**src/rtl/vga_pattern_gen.sv**
```systemverilog
// vga_pattern_gen: VGA sync timing plus solid/bars/checker/gradient pixel stage with frame-shadowed controls
module vga_pattern_gen #(
  parameter int   COLOR_W     = 4,
  parameter int   H_ACTIVE    = 640,
  parameter int   H_FP        = 16,
  parameter int   H_SYNC      = 96,
  parameter int   H_BP        = 48,
  parameter int   V_ACTIVE    = 480,
  parameter int   V_FP        = 10,
  parameter int   V_SYNC      = 2,
  parameter int   V_BP        = 33,
  parameter logic SYNC_POL    = 1'b0,
  parameter int   CHECK_SHIFT = 5,
  parameter int   GRAD_SHIFT  = 5,
  localparam int  H_TOTAL     = H_ACTIVE + H_FP + H_SYNC + H_BP,
  localparam int  V_TOTAL     = V_ACTIVE + V_FP + V_SYNC + V_BP,
  localparam int  XW          = $clog2(H_TOTAL),
  localparam int  YW          = $clog2(V_TOTAL)
) (
  input  logic                 clk,
  input  logic                 reset_n,
  input  logic [1:0]           mode,
  input  logic [3*COLOR_W-1:0] color,
  output logic [3*COLOR_W-1:0] rgb,
  output logic                 h_sync,
  output logic                 v_sync,
  output logic                 video_on,
  output logic                 frame_start,
  output logic [XW-1:0]        pos_x,
  output logic [YW-1:0]        pos_y
);
  localparam int CW3  = 3 * COLOR_W;
  localparam int BW   = H_ACTIVE / 8;
  localparam int GMAX = 2 ** COLOR_W - 1;
  localparam logic [COLOR_W-1:0] ZC = '0;
  logic [XW-1:0]      h_cnt;
  logic [YW-1:0]      v_cnt;
  logic [1:0]         mode_s;
  logic [CW3-1:0]     color_s;
  logic               h_last, v_last, act, hs_on, vs_on, cb;
  logic [2:0]         b;
  logic [31:0]        gx;
  logic [COLOR_W-1:0] g, r_s, g_s, b_s;
  logic [CW3-1:0]     pix;
  assign h_last = h_cnt == XW'(H_TOTAL - 1);
  assign v_last = v_cnt == YW'(V_TOTAL - 1);
  assign act    = (h_cnt < XW'(H_ACTIVE)) && (v_cnt < YW'(V_ACTIVE));
  assign hs_on  = (h_cnt >= XW'(H_ACTIVE + H_FP)) && (h_cnt <= XW'(H_ACTIVE + H_FP + H_SYNC - 1));
  assign vs_on  = (v_cnt >= YW'(V_ACTIVE + V_FP)) && (v_cnt <= YW'(V_ACTIVE + V_FP + V_SYNC - 1));
  assign cb     = |(((32'(h_cnt) >> CHECK_SHIFT) ^ (32'(v_cnt) >> CHECK_SHIFT)) & 32'd1);
  assign gx     = 32'(h_cnt) >> GRAD_SHIFT;
  assign g      = (gx > 32'(GMAX)) ? COLOR_W'(GMAX) : gx[COLOR_W-1:0];
  assign r_s    = color_s[CW3-1 -: COLOR_W];
  assign g_s    = color_s[2*COLOR_W-1 -: COLOR_W];
  assign b_s    = color_s[COLOR_W-1:0];
  // Bar index by threshold comparison: the last threshold passed wins
  always_comb begin
    b = '0;
    for (int k = 1; k < 8; k++)
      if (h_cnt >= XW'(k * BW)) b = 3'(k);
  end
  // Pixel colour for the current counter position, before blanking
  always_comb begin
    pix = mode_s == 2'd0 ? color_s :
          mode_s == 2'd1 ? {{COLOR_W{~b[1]}}, {COLOR_W{~b[2]}}, {COLOR_W{~b[0]}}} :
          mode_s == 2'd2 ? (cb ? ~color_s : color_s) :
          {(|r_s ? g : ZC), (|g_s ? g : ZC), (|b_s ? g : ZC)};
  end
  // Stage 0: horizontal and vertical raster counters
  always_ff @(posedge clk or negedge reset_n) begin
    if (!reset_n) begin
      h_cnt <= '0;
      v_cnt <= '0;
    end else begin
      h_cnt <= h_last ? '0 : h_cnt + 1'b1;
      if (h_last) v_cnt <= v_last ? '0 : v_cnt + 1'b1;
    end
  end
  // Shadow mode/colour on the last raster position so a new frame starts clean
  always_ff @(posedge clk or negedge reset_n) begin
    if (!reset_n) begin
      mode_s  <= '0;
      color_s <= '0;
    end else if (h_last && v_last) begin
      mode_s  <= mode;
      color_s <= color;
    end
  end
  // Stage 1: register every output from the same counter snapshot
  always_ff @(posedge clk or negedge reset_n) begin
    if (!reset_n) begin
      rgb         <= '0;
      h_sync      <= ~SYNC_POL;
      v_sync      <= ~SYNC_POL;
      video_on    <= 1'b0;
      frame_start <= 1'b0;
      pos_x       <= '0;
      pos_y       <= '0;
    end else begin
      rgb         <= act ? pix : '0;
      h_sync      <= hs_on ? SYNC_POL : ~SYNC_POL;
      v_sync      <= vs_on ? SYNC_POL : ~SYNC_POL;
      video_on    <= act;
      frame_start <= (h_cnt == '0) && (v_cnt == '0);
      pos_x       <= h_cnt;
      pos_y       <= v_cnt;
    end
  end
endmodule
```
**config.mk**
```make
export PLATFORM = sky130hd
export DESIGN_NAME = vga_pattern_gen
export DESIGN_NICKNAME = d
export VERILOG_FILES = /design/src/rtl/vga_pattern_gen.sv
export SDC_FILE = /design/constraint.sdc
export NUM_CORES = 1
export LEC_CHECK = 0
export BUFFER_PORTS_ARGS = -buffer_cell sky130_fd_sc_hd__buf_2
export CORE_MARGIN = 1.5
export CORE_UTILIZATION = 40
export CTS_BUF_LIST = sky130_fd_sc_hd__clkbuf_4
export CTS_CLUSTER_DIAMETER = 150
export CTS_CLUSTER_SIZE = 24
export DETAILED_ROUTE_END_ITERATION = 10
export PLACE_DENSITY = 0.65
export SYNTH_ARGS = -nofsm -noshare
export SYNTH_HDL_FRONTEND = slang
export SYNTH_SLANG_ARGS = --single-unit
```
**constraint.sdc**
```tcl
create_clock -name clk -period 5.4 [get_ports clk]
set_input_delay 0.54 -clock clk [delete_from_list [all_inputs] [get_ports clk]]
set_output_delay 0.54 -clock clk [all_outputs]
set_load 0.1 [all_outputs]
```
== Yosys cells after proc, flatten, opt, wreduce, memory -nomap -nowiden ==
Cells that the tools add are included.

* Bits in registers: 70
* Input bits: 16
* Output and inout bits: 36
* Logic and storage cells: 67

* Add/sub/neg operators: 2
* Order comparisons: 14
* Equal/unequal tests: 4
* Multiplexer cells: 20
* Bitwise gates (word level): 5
* Reduce and logical (&&, ||, !) cells: 11

{| class="wikitable"
|+ Operators with widths
! kind !! count
|-
| $mux W12 || 5
|-
| $ge A10 B9 Y1 const B || 4
|-
| $add A10 B1 Y10 const B || 2
|-
| $eq A10 B10 Y1 const B || 2
|-
| $ge A10 B10 Y1 const B || 2
|-
| $ge A10 B8 Y1 const B || 2
|-
| $logic_not A10 Y1 || 2
|-
| $mux W10 || 2
|-
| $mux W4 || 4
|-
| $mux W3 || 4
|-
| $not A12 Y12 || 1
|-
| $reduce_or A4 Y1 || 3
|-
| $ge A10 B7 Y1 const B || 1
|-
| $le A10 B10 Y1 const B || 1
|-
| $le A10 B9 Y1 const B || 1
|-
| $lt A10 B10 Y1 const B || 1
|-
| $lt A10 B9 Y1 const B || 1
|-
| $gt A5 B4 Y1 const B || 1
|-
| $logic_and A1 B1 Y1 || 5
|-
| $mux W2 || 2
|-
| $mux W1 || 3
|-
| $not A1 Y1 || 3
|-
| $eq A2 B1 Y1 const B || 1
|-
| $eq A2 B2 Y1 const B || 1
|-
| other kinds (2) || 2
|}

== Depth between registers and ports, before layout ==
* Depth in word-level cells: 12
* Mapped depth: 7
* Mapped depth without buffers: 6

== Least setup slack after synthesis ==
OpenSTA, ideal clock, no wires.

* Path type: reg2reg
* Start: register h_cnt[5]
* End: register v_cnt[6]
* Library setup time: 0.125 ns
* Data arrival time: 1.796 ns
* Data required time: 5.275 ns
* Path slack: 3.479 ns
* Cell stages (with the launch flop): 6
* Path buffers: 0
* Clock period less this slack: 1.921 ns
* Path through: dfrtp_1 > or4b_4 > nor3_4 > nand2_1 > nor3_1 > mux2_2

* Cells in the longest elaborated chain, start to end: 1

{| class="wikitable"
|+ Ends and longest elaborated chain
! what !! line !! text
|-
| start, declared || 36 || <nowiki>logic [XW-1:0] h_cnt;</nowiki>
|-
| start signal, assigned || 75 || <nowiki>h_cnt <= h_last ? '0 : h_cnt + 1'b1;</nowiki>
|-
| $eq A10 B10 Y1 || 45 || <nowiki>assign h_last = h_cnt == XW'(H_TOTAL - 1);</nowiki>
|-
| end signal, assigned || 76 || <nowiki>if (h_last) v_cnt <= v_last ? '0 : v_cnt + 1'b1;</nowiki>
|-
| end, declared || 37 || <nowiki>logic [YW-1:0] v_cnt;</nowiki>
|}

No other way between the ends.
A chain may end at the register's enable or synchronous reset.

== Worst setup path in the final report ==
* Start: register h_cnt[5]
* End: register rgb[8]

* Cells in the longest elaborated chain, start to end: 11
* Elaborated cells on any way between the ends: 24
* Those cells by class: order compare (8); mux (13); bitwise (2); reduce/logical (1)

{| class="wikitable"
|+ Ends and longest elaborated chain
! what !! line !! text
|-
| $ge A10 B8 Y1 || 60 || <nowiki>if (h_cnt >= XW'(k * BW)) b = 3'(k);</nowiki>
|-
| $mux W2 (2 in a row) || 60 ||
|-
| $mux W3 (4 in a row) || 60 ||
|-
| $not A1 Y1 || 65 || <nowiki>mode_s == 2'd1 ? {{COLOR_W{~b[1]}}, {COLOR_W{~b[2]}}, {COLOR_W{~b[0]}}} :</nowiki>
|-
| $mux W12 || 65 ||
|-
| $mux W12 || 64 || <nowiki>pix = mode_s == 2'd0 ? color_s :</nowiki>
|-
| $mux W12 (*) || 100 || <nowiki>rgb <= act ? pix : '0;</nowiki>
|-
| end signal, assigned || 100 ||
|-
| end, declared || 24 || <nowiki>output logic [3*COLOR_W-1:0] rgb,</nowiki>
|}

Every way passes the cells marked *; elsewhere a longest branch is shown, timed or not.

==> impl_results.md <==
- Post-synth EDFFs: 0
- Fin nets: approximately 360
- Post-Synthesis Cells: between 200 and 300
- Yosys synthesis warning count: 0
- Worst-Margin Slew: 1.06 ns
- Layout cells sized above 1: approximately a quarter
- # rows: 31
- HPWL after detailed placement: between 4 and 5 mm
- DRC viols: 0
- Die width: ~91 um
- Area grow syn2layout: 15.9%
- Peak Freq: 0.400 GHz
- Antenna violations before repair: 0
- RSZ-0062 raised after global routing: false
- Critical path fanouts, max: 16
- Crit end category: flip-flop
- Top Ports: 52
- Lkg Pwr: 1.70 nW
- Logic pwr share: 1.6%
- Wire per inst: between 10 and 15 um
- # fillers: 672
- Core area: 0.00741 mm2
- Post-CTS Setup Bufs: 0
- Final setup viols: 0
- Slew Limit Fails: 0
- Number of global-route vias before repair: between 2000 and 2500
- TritonCTS clock tree: built
- Clk sinks: 70
- DRT Wirelength: between 6 and 7 mm
- Register area share after synthesis: 56.3%
- DRT Pass-1 Iters: 4
- Most common cell after layout, fill and taps aside: dfrtp_1
- Outcome: completed
- Switching Share: between 20 and 25%
- Placed inst area: ~0.0034 mm2
- Die Area: between 0.008 and 0.009 mm2
- Reg power frac: between 50 and 60%
- GRT Residual Overflow: 0
- R2R Setup Slk: 2.90 ns
- Setup crit start kind: flip-flop
- Clk_skew: 0.0211 ns
- CP arrival: around 2.8 ns
- Setup CP Type: reg2reg
- Hold crit path type: in2async
- Worst r2r src: h_cnt[5]
- Synth area leader: dfrtp_1
- Req. time, crit path: between 5 and 6 ns
- Clock root cell: clkbuf_4
- Count of cell types in the netlist: 40
- Clock share of power: approximately 42%
- Ranking of synthesized cells by area: dfrtp_1, nor2_1, mux2_2, a21oi_1, o21ai_0
- First-pass GRT wire length: 11.0 mm
- Synth Flop Type: dfrtp_1
- Async set or reset register ratio after synthesis: 100%
- TritonCTS buffer count: 9
- Worst-case reg-to-reg path depth: 5
- Syn_nets: ~310
- Hold-fix buffers, CTS: 0
- Final Instance Area: between 0.003 and 0.004 mm2
- Synthesis-stage register bit count: 70
- Initial core utilization: 42.0%
- H-tree depth: 3
- Final ANT Viol Nets: 0
- Via count: 2313
- Vert. Die Dim: just over 90 um
- PortBufs: between 50 and 60
- Largest net degree at the start of global routing: 71
- Yosys top cell area share: 54.6%
- Max-cap violations: 0
- Mapped Area: a little over 0.003 mm2
- P per Cell Area: ~260 mW/mm2
- DR iter-0 viols: ~140
- Syn Area/Cell: 10.7 um2
- Internal power: between 0.7 and 0.8 mW
- Final setup TNS: 0 ns
- Relative slew slack: 29.1%
- Clock Latency Late Sink: ~0.42 ns
- Gr usage total: about 17%
- R2r endpoint: rgb[8]
- Hold Fails Final Rpt: 0
- Worst VDD drop: 101 uV
- Commonest cells after routing, fill and taps aside: dfrtp_1, buf_2, nor2_1
- Worst Setup EP: rgb[8]
- Critical Path Start: h_cnt[5]
- GPL Wtd Cong: 0.771
- Switching power: roughly 0.21 mW
- Tcrit/Tclk final: a little under half
- ANT cells: 0
- Clk slew on worst S/H paths: about 0.13 ns
- CTS-repair resized insts: 0
- Via density per instance: between 5 and 6
- Final min period: approximately 2.5 ns
- Max Root-Sink Buffers: 2
## power by group through the flow
stage	logic [mW]	registers [mW]	clock network [mW]
floorplan	0.0000881	0.534	0
CTS	0.0158	0.524	0.406
global placement	0.0156	0.534	0
finish	0.0148	0.524	0.393
detailed placement	0.0158	0.534	0
global route	0.0180	0.524	0.436
## routing by layer
layer / GRT usage [%] / part of all wire, % / up-vias
li1: - / - / 1133
met2: 23.8 / 46 / 65
met3: 4.19 / 4.3 / 11
met4: 7.81 / 2.1 / 0
met1: 24.3 / 48 / 1104
met5: 0 / 0 / -
## metrics by stage
step	hold slack, ns	worst slack [ns]	total power [mW]	util [%]	cells
after floorplan	0.244	3.48	0.534	-	292
after global placement	0.359	3.02	0.550	46.4	429
after detailed placement	0.362	2.93	0.550	46.4	429
after CTS	0.307	2.93	0.946	48.7	445
after global routing	0.312	2.54	0.979	48.7	445
final	0.299	2.90	0.932	48.7	445
## flip-flops by register name, indices dropped and copies added, names as in the netlist
name / cells
v_cnt: 10
pos_y: 10
mode_s: 2
pos_x: 10
h_cnt: 10
h_sync: 1
color_s: 12
v_sync: 1
video_on: 1
rgb: 12
frame_start: 1
## area by class of cell
cell class,count,area [um2],area share (%)
clock buffer,9,67.6,1.87
clock inverter,7,103,2.84
inverter,10,37.5,1.04
multi-input combinational,197,1250,34.7
sequential,70,1750,48.6
tap,99,124,3.43
timing repair buffer,53,270,7.49
## worst min path at each step
stage | endpoint | slack (ns) | cells after the start
after floorplan | color_s[0] | 0.24 | 0
after global placement | pos_y[8] | 0.36 | 0
after detailed placement | pos_y[8] | 0.36 | 0
after CTS | pos_y[3] | 0.31 | 2
after global routing | color_s[9] | 0.31 | 2
final | pos_y[3] | 0.30 | 2
## synth_stat cells (all sizes together) (2+ instances only)
cell type	instances
dfrtp	68
nor2	45
a21oi	21
o21ai	16
nand3	15
mux2	14
inv	10
a211oi	9
clkbuf	9
xor2	9
nor3	8
o211ai	8
buf	6
nand2	6
nand4	6
xnor2	5
a21o	4
and3	4
ha	4
nor2b	3
nor4	3
a311oi	2
dfstp	2
nand2b	2
o41ai	2
or2	2
or4b	2
## critical path: stages (launching register included)
cell and delay [ns]:
dfrtp_1 0.63, xor2_1 0.87, nor2_1 0.39, o21ai_0 0.20, a21oi_1 0.10, a211oi_1 0.21
## kinds of logic (layout without fill, tap and decap cells)
| family | after synthesis | in the layout | synth area share (%) |
|---|---|---|---|
| compound gates | 66 | 66 | 13.1 |
| buf+inv | 25 | 79 | 3.46 |
| flops | 70 | 70 | 56.3 |
| simple gates | 98 | 98 | 16.2 |
| fa+ha+maj | 5 | 5 | 1.93 |
| mux | 14 | 14 | 5.06 |
| xor+xnor | 14 | 14 | 3.94 |
(Power assumes the default switching activity.)
